## src/rtl/cpu_pkg.sv

```systemverilog
// cpu_pkg -- definitions shared by the cpu core, hazard logic and the
// memory access unit.
//   ADDR_W_DEFAULT : default data-memory word-address width
//   opcode_t       : 5-bit instruction opcode
//   OP_*           : opcodes the memory stage cares about
//   is_mem_op      : true for opcodes that go out on the data-memory bus
//   writes_reg     : false for opcodes that never write the register file
package cpu_pkg;

    localparam int ADDR_W_DEFAULT = 17;

    typedef logic [4:0] opcode_t;

    localparam opcode_t OP_LW     = 5'd21;
    localparam opcode_t OP_SW     = 5'd22;
    localparam opcode_t OP_BT     = 5'd23;
    localparam opcode_t OP_BF     = 5'd24;
    localparam opcode_t OP_LI     = 5'd27;
    localparam opcode_t OP_LUI    = 5'd28;
    localparam opcode_t OP_EBREAK = 5'd31;

    function automatic logic is_mem_op(input opcode_t op);
        return (op == OP_LW) || (op == OP_SW);
    endfunction

    function automatic logic writes_reg(input opcode_t op);
        return !((op == OP_SW) || (op == OP_BT) || (op == OP_BF) || (op == OP_EBREAK));
    endfunction

endpackage

```

## src/rtl/mem_access_unit_if.sv

```systemverilog
// mem_access_unit_if -- data-memory request bus.
//   mem_req / mem_we / mem_addr / mem_wdata : request, driven by the master
//   mem_ready / mem_rdata                   : acknowledge and load data, driven
//                                             by the memory in the same cycle
// Modports: master (memory access unit), slave (data memory).
interface mem_access_unit_if
    import cpu_pkg::*;
#(
    parameter int ADDR_W = ADDR_W_DEFAULT
);
    logic              mem_req;
    logic              mem_we;
    logic [ADDR_W-1:0] mem_addr;
    logic [31:0]       mem_wdata;
    logic              mem_ready;
    logic [31:0]       mem_rdata;

    modport master (
        output mem_req, mem_we, mem_addr, mem_wdata,
        input  mem_ready, mem_rdata
    );

    modport slave (
        input  mem_req, mem_we, mem_addr, mem_wdata,
        output mem_ready, mem_rdata
    );
endinterface

```

## src/rtl/mem_access_unit_access_timer.sv

```systemverilog
// access_timer -- counts unhalted cycles spent waiting on the data memory and
// flags the cycle on which the wait limit is reached.
//   clk, reset : clock, asynchronous active-high reset
//   busy       : the access unit is waiting for mem_ready (counter clears otherwise)
//   count_en   : count this cycle (low while halted, so the count freezes)
//   expired    : this is the TIMEOUT_CYCLES-th waiting cycle; abort at the next edge
module access_timer
    import cpu_pkg::*;
#(
    parameter int TIMEOUT_CYCLES = 64
) (
    input  logic clk,
    input  logic reset,
    input  logic busy,
    input  logic count_en,
    output logic expired
);
    localparam int CNT_W = $clog2(TIMEOUT_CYCLES + 1);

    logic [CNT_W-1:0] count_reg;

    always_ff @(posedge clk or posedge reset) begin
        if (reset) begin
            count_reg <= '0;
        end else if (!busy) begin
            count_reg <= '0;
        end else if (count_en) begin
            count_reg <= count_reg + 1'b1;
        end
    end

    // count_reg holds the number of waiting cycles already completed, so the
    // current cycle is the last permitted one when it equals TIMEOUT_CYCLES-1.
    assign expired = busy && count_en && (count_reg == CNT_W'(TIMEOUT_CYCLES - 1));
endmodule

```

## src/rtl/mem_access_unit.sv

```systemverilog
// mem_access_unit -- memory stage of the pipeline. Loads and stores are sent to
// the data memory through a three-state FSM (IDLE -> BUSY -> DONE) while the
// upstream pipeline is stalled; all other opcodes pass through to writeback
// in one registered cycle.
//   clk, reset         : clock, asynchronous active-high reset
//   halted             : debug freeze, holds all state and outputs
//   in_valid/in_op/in_rd/in_addr/in_data : instruction from the execute stage
//   stall              : hold upstream (combinational)
//   wb_en/wb_rd/wb_data: registered register-file writeback
//   mem                : data-memory bus (master side)
//   err                : sticky access-timeout flag
// Optional feature: define MEM_TIMEOUT_EN to abort accesses that wait longer
// than TIMEOUT_CYCLES unhalted cycles; otherwise BUSY waits forever, err = 0.
module mem_access_unit
    import cpu_pkg::*;
#(
    parameter int ADDR_W         = ADDR_W_DEFAULT,
    parameter int TIMEOUT_CYCLES = 64
) (
    input  logic                    clk,
    input  logic                    reset,
    input  logic                    halted,
    input  logic                    in_valid,
    input  opcode_t                 in_op,
    input  logic [4:0]              in_rd,
    input  logic [ADDR_W-1:0]       in_addr,
    input  logic [31:0]             in_data,
    output logic                    stall,
    output logic                    wb_en,
    output logic [4:0]              wb_rd,
    output logic [31:0]             wb_data,
    mem_access_unit_if.master       mem,
    output logic                    err
);
    localparam logic [1:0] ST_IDLE = 2'd0;
    localparam logic [1:0] ST_BUSY = 2'd1;
    localparam logic [1:0] ST_DONE = 2'd2;

    logic [1:0]        state_reg;
    logic              mem_req_reg;
    logic              mem_we_reg;
    logic [ADDR_W-1:0] mem_addr_reg;
    logic [31:0]       mem_wdata_reg;
    logic              wb_en_reg;
    logic [4:0]        wb_rd_reg;
    logic [31:0]       wb_data_reg;
    logic              timeout_expired;
    logic [31:0]       addr_ext;
    logic [31:0]       pass_data;

    // Immediate forms: LI zero-extends the address field, LUI places its low
    // 15 bits in the top of the word.
    assign addr_ext = 32'(in_addr);

    always_comb begin
        pass_data = in_data;
        case (in_op)
            OP_LI:   pass_data = addr_ext;
            OP_LUI:  pass_data = {addr_ext[14:0], 17'b0};
            default: pass_data = in_data;
        endcase
    end

    assign stall = ((state_reg == ST_IDLE) && in_valid && is_mem_op(in_op))
                 || (state_reg == ST_BUSY);

    always_ff @(posedge clk or posedge reset) begin
        if (reset) begin
            state_reg     <= ST_IDLE;
            mem_req_reg   <= 1'b0;
            mem_we_reg    <= 1'b0;
            mem_addr_reg  <= '0;
            mem_wdata_reg <= '0;
            wb_en_reg     <= 1'b0;
            wb_rd_reg     <= '0;
            wb_data_reg   <= '0;
        end else if (!halted) begin
            case (state_reg)
                ST_IDLE: begin
                    wb_rd_reg <= in_rd;
                    if (in_valid && is_mem_op(in_op)) begin
                        state_reg     <= ST_BUSY;
                        mem_req_reg   <= 1'b1;
                        mem_we_reg    <= (in_op == OP_SW);
                        mem_addr_reg  <= in_addr;
                        mem_wdata_reg <= in_data;
                        wb_en_reg     <= 1'b0;
                    end else begin
                        wb_en_reg   <= in_valid && writes_reg(in_op);
                        wb_data_reg <= pass_data;
                    end
                end
                ST_BUSY: begin
                    // in_rd is still the accepted instruction's: upstream is stalled.
                    if (mem.mem_ready) begin
                        state_reg   <= ST_DONE;
                        mem_req_reg <= 1'b0;
                        wb_en_reg   <= !mem_we_reg;
                        wb_rd_reg   <= in_rd;
                        wb_data_reg <= mem.mem_rdata;
                    end else if (timeout_expired) begin
                        state_reg   <= ST_DONE;
                        mem_req_reg <= 1'b0;
                        wb_en_reg   <= !mem_we_reg;
                        wb_rd_reg   <= in_rd;
                        wb_data_reg <= '0;
                    end
                end
                ST_DONE: begin
                    // Upstream advances this cycle; the writeback slot is a bubble.
                    state_reg <= ST_IDLE;
                    wb_en_reg <= 1'b0;
                end
                default: begin
                    state_reg <= ST_IDLE;
                end
            endcase
        end
    end

`ifdef MEM_TIMEOUT_EN
    logic err_reg;

    access_timer #(
        .TIMEOUT_CYCLES(TIMEOUT_CYCLES)
    ) u_access_timer (
        .clk      (clk),
        .reset    (reset),
        .busy     (state_reg == ST_BUSY),
        .count_en (!halted),
        .expired  (timeout_expired)
    );

    // A completion in the same cycle as expiry wins, so no error is flagged.
    always_ff @(posedge clk or posedge reset) begin
        if (reset) begin
            err_reg <= 1'b0;
        end else if (!halted && (state_reg == ST_BUSY) && !mem.mem_ready && timeout_expired) begin
            err_reg <= 1'b1;
        end
    end

    assign err = err_reg;
`else
    // Without the timer TIMEOUT_CYCLES has no effect.
    logic unused_timeout_cfg;
    assign unused_timeout_cfg = (TIMEOUT_CYCLES > 0);
    assign timeout_expired    = 1'b0;
    assign err                = 1'b0;
`endif

    assign mem.mem_req   = mem_req_reg;
    assign mem.mem_we    = mem_we_reg;
    assign mem.mem_addr  = mem_addr_reg;
    assign mem.mem_wdata = mem_wdata_reg;
    assign wb_en         = wb_en_reg;
    assign wb_rd         = wb_rd_reg;
    assign wb_data       = wb_data_reg;
endmodule

```

## src/flat_wrapper.sv

```systemverilog
// flat-port wrapper written by rule: the top's interface ports become plain ports
module mem_access_unit_flat import cpu_pkg::*;
#(
    parameter int ADDR_W         = ADDR_W_DEFAULT,
    parameter int TIMEOUT_CYCLES = 64
)
  (clk, reset, halted, in_valid, in_op, in_rd, in_addr, in_data, stall, wb_en, wb_rd, wb_data, err, mem_mem_req, mem_mem_we, mem_mem_addr, mem_mem_wdata, mem_mem_ready, mem_mem_rdata);
  mem_access_unit_if #(.ADDR_W(ADDR_W)) mem_i ();
  input  logic clk;
  input  logic reset;
  input  logic halted;
  input  logic in_valid;
  input  opcode_t in_op;
  input  logic [4:0] in_rd;
  input  logic [ADDR_W-1:0] in_addr;
  input  logic [31:0] in_data;
  output logic stall;
  output logic wb_en;
  output logic [4:0] wb_rd;
  output logic [31:0] wb_data;
  output logic err;
  output wire logic [$bits(mem_i.mem_req)-1:0] mem_mem_req;
  output wire logic [$bits(mem_i.mem_we)-1:0] mem_mem_we;
  output wire logic [$bits(mem_i.mem_addr)-1:0] mem_mem_addr;
  output wire logic [$bits(mem_i.mem_wdata)-1:0] mem_mem_wdata;
  input wire logic [$bits(mem_i.mem_ready)-1:0] mem_mem_ready;
  input wire logic [$bits(mem_i.mem_rdata)-1:0] mem_mem_rdata;
  assign mem_mem_req = mem_i.mem_req;
  assign mem_mem_we = mem_i.mem_we;
  assign mem_mem_addr = mem_i.mem_addr;
  assign mem_mem_wdata = mem_i.mem_wdata;
  assign mem_i.mem_ready = mem_mem_ready;
  assign mem_i.mem_rdata = mem_mem_rdata;
  mem_access_unit #(.ADDR_W(ADDR_W), .TIMEOUT_CYCLES(TIMEOUT_CYCLES)) u_core (.clk(clk), .reset(reset), .halted(halted), .in_valid(in_valid), .in_op(in_op), .in_rd(in_rd), .in_addr(in_addr), .in_data(in_data), .stall(stall), .wb_en(wb_en), .wb_rd(wb_rd), .wb_data(wb_data), .mem(mem_i), .err(err));
endmodule
```

## config.mk

```make
export PLATFORM = sky130hd
export DESIGN_NAME = mem_access_unit_flat
export DESIGN_NICKNAME = d
export VERILOG_FILES = /design/src/rtl/cpu_pkg.sv /design/src/rtl/mem_access_unit_if.sv /design/src/rtl/mem_access_unit_access_timer.sv /design/src/rtl/mem_access_unit.sv /design/src/flat_wrapper.sv
export SDC_FILE = /design/constraint.sdc
export NUM_CORES = 1
export LEC_CHECK = 0
export CAP_MARGIN = 20
export CORE_ASPECT_RATIO = 0.5
export CORE_MARGIN = 4
export CORE_UTILIZATION = 30
export CTS_CLUSTER_DIAMETER = 40
export DETAILED_ROUTE_END_ITERATION = 16
export GPL_ROUTABILITY_DRIVEN = 0
export HOLD_SLACK_MARGIN = 0.1
export PLACE_DENSITY = 0.68
export SLEW_MARGIN = 20
export SYNTH_ARGS = -nofsm -noshare
export SYNTH_HDL_FRONTEND = slang
export SYNTH_HIERARCHICAL = 1
export SYNTH_SLANG_ARGS = --single-unit
```

## constraint.sdc

```tcl
create_clock -name clk -period 3.5 [get_ports clk]
set_clock_uncertainty 0.15 [all_clocks]
set_input_delay 0.7 -clock clk [delete_from_list [all_inputs] [get_ports clk]]
set_output_delay 0.7 -clock clk [all_outputs]
set_load 0.005 [all_outputs]
```

-- Word-level counts from Yosys, hierarchy flattened
Cells that the tools add are included.
Widths: inputs -> output; s select.
- bits in registers: 91
- input bits: 96
- word-level logic and storage cells: 56
- eq/ne operators: 12
- muxes and demuxes: 15
- bitwise gates (word level): 1
- reduce and logical (&&, ||, !) cells: 20
- operators with widths (kind ; number):
    $pmux 32 s2 ; 2
    $mux 32 ; 2
    $eq 5x5->1 const B ; 7
    $reduce_and 3->1 ; 4
    $pmux 5 s2 ; 1
    $reduce_and 4->1 ; 2
    $ne 2x2->1 const B ; 3
    $logic_or 1x1->1 ; 5
    $mux 5 ; 1
    $logic_and 1x1->1 ; 4
    $mux 1 ; 4
    $mux 2 ; 2
    $pmux 2 s2 ; 1
    $pmux 1 s3 ; 1
    $reduce_bool 3->1 ; 1
    $eq 2x1->1 const B ; 1
    $eq 2x2->1 const B ; 1
    $logic_not 1->1 ; 2
    $logic_not 2->1 ; 1
    $pmux 1 s2 ; 1
    $reduce_bool 2->1 ; 1
    $not 1->1 ; 1

-- Longest topological paths before layout
Gate-level depths: netlist of run 1.
- depth in word-level cells: 8
- depth in mapped cells: 9

-- Least setup slack after synthesis of run 1
Ideal clock, no wire load.
- kind: input-to-reg
- start: input in_op[0]
- end: register u_core.mem_addr_reg[0], in the netlist u_core/mem.mem_addr[0]
- library setup time: 0.125 ns
- arrival time: 2.003 ns
- data required time: 3.225 ns
- slack: 1.222 ns
- stages: 6
- path through: buf_2 xor2_4 nand2_2 nor3b_4 buf_6 mux2_2
- word-level cells in the longest chain between the ends: 4
- ends and longest elaborated chain (item ; RTL line ; source):
    start, declared ; flat_wrapper.sv:13 ; input opcode_t in_op;
    $eq 5x5->1 ; cpu_pkg.sv:23 ; return (op == OP_LW) || (op == OP_SW);
    $logic_or 1x1->1 (*) ; cpu_pkg.sv:23 ;
    $logic_and 1x1->1 (*) ; mem_access_unit.sv:81 ; if (in_valid && is_mem_op(in_op)) begin
    $reduce_and 3->1 (no source line) (*) ; -- ;
    end signal, assigned ; mem_access_unit.sv:85 ; mem_addr_reg <= in_addr;
    end, declared ; mem_access_unit.sv:42 ; logic [ADDR_W-1:0] mem_addr_reg;
Every way passes the cells marked *; elsewhere a longest branch is shown, timed or not.
A chain may end at the register's enable or synchronous reset.

-- Final worst setup path of run 1
- start: input in_op[3]
- end: output stall
- word-level cells in the longest chain between the ends: 4
- ends and longest elaborated chain (item ; RTL line ; source):
    $eq 5x5->1 ; cpu_pkg.sv:23 ;
    $logic_or 1x1->1 (*) ; cpu_pkg.sv:23 ;
    $logic_and 1x1->1 (*) ; mem_access_unit.sv:64 ; assign stall = ((state_reg == ST_IDLE) && in_valid && is_mem_op(in_op))
    $logic_or 1x1->1 (*) ; mem_access_unit.sv:65 ; || (state_reg == ST_BUSY);
    end, declared ; flat_wrapper.sv:17 ; output logic stall;
Marks and branches as above.

==> results of run 1 <==
[report_power, final]
group	switching [mW]	total (mW)	internal, mW
Sequential	0.209	1.66	1.45
Combinational	0.656	1.77	1.11
Clock	0.414	1.13	0.719
[cells by family after synthesis]
kind of cell / Yosys count
other: 1
adder cells (fa/ha/maj): 3
buffers and inverters: 35
flip-flops: 91
XOR/XNOR: 2
AND/OR/NAND/NOR: 86
multiplexers: 56
AO/OA/AOI/OAI: 78
[stage by stage]
step,utilization [%],instances,total power [mW],setup WS [ns]
after floorplan,-,352,2.342,0.2864
after global routing,48.41,726,4.821,0.3244
final,48.41,726,4.558,0.3991
after detailed placement,45.87,710,3.466,0.4084
after global placement,45.87,710,3.428,0.4465
after CTS,48.41,726,4.621,0.4156
[layout make-up]
| type | count | share of cell area (%) |
|---|---|---|
| Clock inverter | 6 | 1.670 |
| Timing Repair Buffer | 196 | 29.57 |
| Tap cell | 192 | 3.602 |
| Sequential cell | 91 | 34.15 |
| Clock buffer | 10 | 3.583 |
| Multi-Input combinational cell | 226 | 27.13 |
| Inverter | 5 | 0.3002 |
[metal layers]
layer / share of wire (%) / global-route usage (%) / wire length (microns) / vias to the layer above
li1: - / - / - / 1653
met4: 2.4 / 5.598 / 334 / 0
met1: 42 / 21.29 / 5878 / 1759
met5: 0 / 0 / 0 / -
met3: 4.5 / 3.793 / 626 / 25
met2: 51 / 29.58 / 7191 / 89
[worst min-delay path by stage]
stage	startpoint	to	slack (ns)	cells after the start
floorplan	u_core/wb_en	u_core/wb_en	0.33	1
global placement	u_core/wb_en	u_core/wb_en	0.33	1
detailed placement	u_core/mem.mem_wdata[2]	u_core/mem.mem_wdata[2]	0.34	1
CTS	u_core/mem.mem_addr[2]	u_core/mem.mem_addr[2]	0.36	1
global route	u_core/mem.mem_wdata[3]	u_core/mem.mem_wdata[3]	0.38	1
finish	u_core/mem.mem_wdata[20]	u_core/mem.mem_wdata[20]	0.36	1
[worst max-delay path: stages]
cell and delay [ns]:
sky130_fd_sc_hd__clkdlybuf4s50_1 0.52, sky130_fd_sc_hd__nand4b_1 0.24, sky130_fd_sc_hd__nor2_1 0.16, sky130_fd_sc_hd__a21o_1 0.13, sky130_fd_sc_hd__clkdlybuf4s50_1 0.50
[synthesized netlist by cell type (all sizes together)]
| library cell | count | share of area [%] |
|---|---|---|
| dfrtp | 91 | 53 |
| mux2 | 55 | 14 |
| nor2 | 35 | 3.1 |
| nand3b | 33 | 5.8 |
| a22oi | 32 | 5.6 |
| a31oi | 32 | 4.7 |
| buf | 20 | 3.6 |
| clkbuf | 10 | 0.90 |
| inv | 5 | 0.44 |
| ha | 3 | 0.87 |
| nor2b | 3 | 0.44 |
| nor3b | 3 | 0.79 |
| o21ai | 3 | 0.35 |
| a21oi | 2 | 0.23 |
| nand2 | 2 | 0.23 |
| nor3 | 2 | 0.23 |
| nor4b | 2 | 0.76 |
| a2111oi | 1 | 0.20 |
| a211o | 1 | 0.20 |
| a21boi | 1 | 0.17 |
| a21o | 1 | 0.17 |
| a311o | 1 | 0.23 |
| a311oi | 1 | 0.61 |
| and3 | 1 | 0.15 |
| and3b | 1 | 0.20 |
| and4b | 1 | 0.26 |
| conb | 1 | 0.087 |
| mux2i | 1 | 0.23 |
| nand4b | 1 | 0.20 |
| nor4bb | 1 | 0.23 |
| o211ai | 1 | 0.17 |
| o22a | 1 | 0.20 |
| o32a | 1 | 0.23 |
| or4b | 1 | 0.23 |
| xnor2 | 1 | 0.20 |
| xor2 | 1 | 0.64 |
==> results.md, run 1 <==
- Largest net degree at the start of global routing: 67
- Element type at the critical path end: output pin
- Number of global-route vias before repair: 3702
- Placed wire-length estimate after detailed placement: roughly 11000 microns
- Worst slew slack as a fraction of its limit: 57.97%
- Count of standard-cell rows: 30
- Area of all sequential standard cells: 0.002277 sq mm
- Hold violation total from the final report: 0
- R2r endpoint: u_core/wb_data[28]
- Synthesized area per cell: 12.20 sq um
- Clock Tree Buf Depth: 2
- Count of warnings emitted by yosys: 6
- Endpoint of the worst setup timing path: stall
- RSZ-0062 raised after global routing: false
- Routed WL: 14030 microns
- First-pass GRT wire length: roughly 22000 microns
- Core Region: 0.01378 sq mm
- Setup TNS after final layout: 0 ns
- Reg clk slew, reported paths: roughly 0.060 ns
- GRT Util Overall: between 10% and 20%
- Power density cells: 683.5 mW/mm^2
- Reg2reg path depth: 7
- Max Cap Viol: 0
- Number of distinct library cells after synthesis: 43
- Number of DRC markers in iteration 0: roughly 180
- Area Overhead vs Synth: 55.26%
- Time the final worst path needs with I/O delays and setup: ~3.1 ns
- Initial antenna violation count: 0
- Setup Buffers After CTS: 0
- Mux cell area share after synthesis: 14.65%
- Initial cell density of the core: 31.18%
- Post-Synth Adder-Cell Area: 0.8739%
- Count of pins over their slew limit: 0
- DIE WIDTH: ~180 microns
- Count of endpoints failing setup in the final report: 0
- Avg Vias per Cell: 4.857
- Worst reg-to-reg setup slack: 1.29 ns
- Htree depth: 3
- CTS Root Buffer Type: sky130_fd_sc_hd__clkbuf_16
- Final global-route overflow total: 0
- Class of the worst hold path: reg2reg
- Antenna Nets Post-Route: 0
- Layout cells sized above 1: 17.04%
- Non-Filler Cell Area, Final: 0.006669 sq mm
- Drt drc: 0
- Detail-routed net length per standard cell: 19.33 microns
- Post-synthesis sequential element count: between 90 and 100
- CTS hold repair buffers: 0
- Parity-gate share of the synthesized area counting xor and xnor cells: 0.8447%
- Leading cell type in the layout, fill and taps excluded: sky130_fd_sc_hd__clkdlybuf4s50_1
- Multi-input logic area: 0.001809 sq mm
- Final cycle utilization of the critical path: between 80 and 90%
- IO Count: approximately 190
- Post-Synthesis Cell Area: about 0.0043 sq mm
- Number of antenna cells inserted: 0
- Worst setup path class: in2out
- Peak VDD IR: 0.2998 mV
- Smallest hold slack: between 0.3 and 0.4 ns
- Port-buffer cells: 185
- Total leakage power: between 2 and 3 nW
- Status: finished, final reports clean
- Compound-cell area share of the yosys netlist: 13.05%
- Mapped Nets: 451
- Total vias in the final route: 3526
- Net count of the finished layout: 628
- Post-Syn Instances: 352
- Layout filler cell count: 1252
- Crit Reg-Reg Startpoint: u_core/state_reg[0]
- Commonest non-fill, non-tap cells in the layout: 185 x sky130_fd_sc_hd__clkdlybuf4s50_1, 91 x sky130_fd_sc_hd__dfrtp_1, 55 x sky130_fd_sc_hd__mux2_2
- CP Launch Type: input pin
- Worst-skew pair later-pin latency: 0.34 ns
- Largest family of logic cells by synthesized area: multiplexers
- Slew at the pin closest to its max-slew limit: about 0.63 ns
- Post-synthesis sequential area ratio: 53.01%
- Total die area: about 0.016 sq mm
- Largest driver fanout on the critical path: 8
- Peak Freq: between 0.3 and 0.4 GHz
- Crit path required time: 2.65 ns
- Post-Synth Simple-Gate Area: between 10 and 15%
- Clock sinks: slightly above 90
- First-pass iteration count of the detailed router: 4
- CTS tree: yes
- Placement Cell Area: 0.006319 sq mm
- Height of the die: 92.61 microns
- Inserted Clock Buffers: 9
- Number of gates given a new drive strength after cts: 0
- Worst Path Arrival: 2.25 ns
- Worst setup path startpoint: in_op[3]
No activity file was read; power rests on OpenSTA's default activity.
==> run 2, diff against run 1 <==
--- a/config.mk
+++ b/config.mk
@@ -15,4 +15,5 @@
 export HOLD_SLACK_MARGIN = 0.1
 export PLACE_DENSITY = 0.68
+export REMOVE_ABC_BUFFERS = 1
 export SLEW_MARGIN = 20
 export SYNTH_ARGS = -nofsm -noshare
==> constraint.sdc (replaced) <==
create_clock -name clk -period 3.5 [get_ports clk]
set_clock_uncertainty 0.15 [all_clocks]
set_input_delay 0.875 -clock clk [delete_from_list [all_inputs] [get_ports clk]]
set_output_delay 0.875 -clock clk [all_outputs]
set_load 0.005 [all_outputs]
==> run 2 against run 1 <==
  * Hold slack worse by 0.012 ns
  * Non-clock buffer count is 4 higher
  * Sequential power about the same
  * Critical endpoint unchanged
  * Largest cell class unchanged
  * Largest power group unchanged
==> results.md, run 2 (synthesis results as in run 1) <==
- Status: finished, final reports clean
- Number of antenna cells inserted: 0 (unchanged)
- GRT Util Overall: 16.34% (-0.74 points)
- Core Region: 0.01378 sq mm (unchanged)
- Total vias in the final route: 3568 (+1.2%)
- Crit path required time: 2.47 ns (-0.18 ns)
- Sequential power share: 38.3% (+1.9 points)
- Internal portion of total power: 3.077 mW (-6.2%)
- Reg clk slew, reported paths: 0.06 ns (about the same)
- Peak Freq: 0.2923 GHz (-9.3%)
- Buffers and inverters on the worst path: 2 (unchanged)
- Routed WL: 13410 microns (-4.4%)
- Layout filler cell count: 1256 (+0.32%)
- Setup TNS after final layout: 0 ns (unchanged)
- Number of DRC markers in iteration 0: 159 (-13%)
- Setup Buffers After CTS: 0 (unchanged)
- Clock Tree Buf Depth: 2 (unchanged)
- Hold violation total from the final report: 0 (unchanged)
- Class of the worst hold path: reg2reg
- Drt drc: 0 (unchanged)
- Cell Chain, Critical Path: clkdlybuf4s50_1 -> nand4b_1 -> nor2_1 -> a21o_1 -> clkdlybuf4s50_1
- Final global-route overflow total: 0 (unchanged)
- RSZ-0062 raised after global routing: false
- Final Power: 4.325 mW (-5.1%)
- Multi-input logic area: 0.001809 sq mm (unchanged)
- Largest driver fanout on the critical path: 3 (-5)
- Largest net degree at the start of global routing: 64 (-4.5%)
- Area of all sequential standard cells: 0.002277 sq mm (unchanged)
- Placed wire-length estimate after detailed placement: 9790 microns (-7.1%)
- Stage delay of the slowest cell on the critical path: 0.51 ns (about the same)
- Leading cell type in the layout, fill and taps excluded: sky130_fd_sc_hd__clkdlybuf4s50_1
- Initial antenna violation count: 0 (unchanged)
- Worst slew slack as a fraction of its limit: 55.38% (-2.6 points)
- Fin cells: 729 (+0.41%)
- Element type at the critical path end: output pin
- Commonest non-fill, non-tap cells in the layout: 185 x sky130_fd_sc_hd__clkdlybuf4s50_1, 91 x sky130_fd_sc_hd__dfrtp_1, 55 x sky130_fd_sc_hd__mux2_2
- Slew at the pin closest to its max-slew limit: 0.6686 ns (+0.03819 ns)
- Antenna Nets Post-Route: 0 (unchanged)
- Htree depth: 3 (unchanged)
- Total leakage power: 2.670 nW (-0.44%)
- DIE WIDTH: 177.2 microns (unchanged)
- First-pass iteration count of the detailed router: 4 (unchanged)
- Cell family contributing the most delay on the critical path: buffers and inverters
- Final core utilization: 48.11% (-0.30 points)
- Initial cell density of the core: 31.18% (unchanged)
- Port-buffer cells: 185 (unchanged)
- Switching Share: 28.85% (+0.78 points)
- Worst setup path class: in2out
- First-pass GRT wire length: 21090 microns (-2.3%)
- CTS Root Buffer Type: sky130_fd_sc_hd__clkbuf_16
- Height of the die: 92.61 microns (unchanged)
- Final cycle utilization of the critical path: 97.73% (+9.1 points)
- Total die area: 0.01641 sq mm (unchanged)
- Number of global-route vias before repair: 3784 (+2.2%)
- Area Overhead vs Synth: 54.30%
- Switching power summed over all nets: 1.247 mW (-2.5%)
- Clock sinks: 91 (unchanged)
- Detail-routed net length per standard cell: 18.39 microns (-4.8%)
- Max Cap Viol: 0 (unchanged)
- Power density cells: 652.5 mW/mm^2 (-4.5%)
- Most frequent cell on the critical path: sky130_fd_sc_hd__clkdlybuf4s50_1
- IO Count: 187 (unchanged)
- Peak VDD IR: 0.2241 mV (-25%)
- CP Launch Type: input pin
- Number of gates given a new drive strength after cts: 0 (unchanged)
- Count of standard-cell rows: 30 (unchanged)
- Worst-skew pair later-pin latency: 0.33 ns (about the same)
- Worst Path Arrival: 2.40 ns (+0.15 ns)
- Layout cells sized above 1: 17.50% (+0.46 points)
- Placed Cells: 714 (+0.56%)
- CTS hold repair buffers: 0 (unchanged)
- Count of pins over their slew limit: 0 (unchanged)
- Inserted Clock Buffers: 9 (unchanged)
- Combinational fraction of design power: 40.7% (+1.9 points)
- Cell with the largest stage delay on the worst path: sky130_fd_sc_hd__clkdlybuf4s50_1
- Clk network pwr share: 21.0% (-3.9 points)
- Avg Vias per Cell: 4.894 (+0.77%)
- Time the final worst path needs with I/O delays and setup: 3.421 ns (+0.3197 ns)
- Count of endpoints failing setup in the final report: 0 (unchanged)
- Net count of the finished layout: 632 (+0.64%)
- CTS tree: yes
## run 2: final cells by class
class / instances / share of cell area [%]
Clock buffer: 11 / 3.813
Inverter: 5 / 0.3021
Timing Repair Buffer: 200 / 30.21
Clock inverter: 4 / 0.3965
Tap cell: 192 / 3.625
Multi-Input combinational cell: 226 / 27.30
Sequential cell: 91 / 34.36
## run 2: metrics by stage
stage	hold slack [ns]	cell area (sq um)	setup WS, ns
floorplan	0.3344	4103	-0.3481
global placement	0.3265	6349	0.2239
detailed placement	0.3351	6349	0.09472
CTS	0.3494	6628	0.08676
global route	0.3539	6628	0.02444
finish	0.3441	6628	0.07934
## run 2: power by group through the flow
stage,registers (mW),clock network [mW],logic (mW)
after floorplan,1.70,0,0.600
after global placement,1.66,0,1.77
after detailed placement,1.68,0,1.78
after CTS,1.66,0.943,1.79
after global routing,1.71,0.983,1.90
final,1.65,0.909,1.76
## run 2: worst paths after layout
path | from | endpoint | slack [ns] | depth (start not counted)
max | in_valid | stall | 0.08 | 5
min | u_core/wb_en | u_core/wb_en | 0.34 | 1
max reg2reg | u_core/state_reg[1] | u_core/wb_data[30] | 1.19 | 7
min reg2reg | u_core/wb_en | u_core/wb_en | 0.34 | 1
max in group asynchronous | reset | u_core/wb_rd[0] | 1.69 | 3
min in group asynchronous | reset | u_core/wb_data[6] | 0.79 | 2
## run 2: routing by layer
layer / vias to the layer above / global-route usage, % / part of all wire (%)
met1: 1799 / 19.76 / 40
li1: 1666 / - / -
met3: 25 / 3.059 / 3.1
met4: 0 / 5.148 / 2.5
met5: - / 0 / 0
met2: 78 / 29.61 / 54
==> run 3, diff against run 2 <==
Settings changed: SKIP_LAST_GASP set to 1.
==> results of run 3 <==
No change in the layout: final DEF, timing and power equal those of run 2.
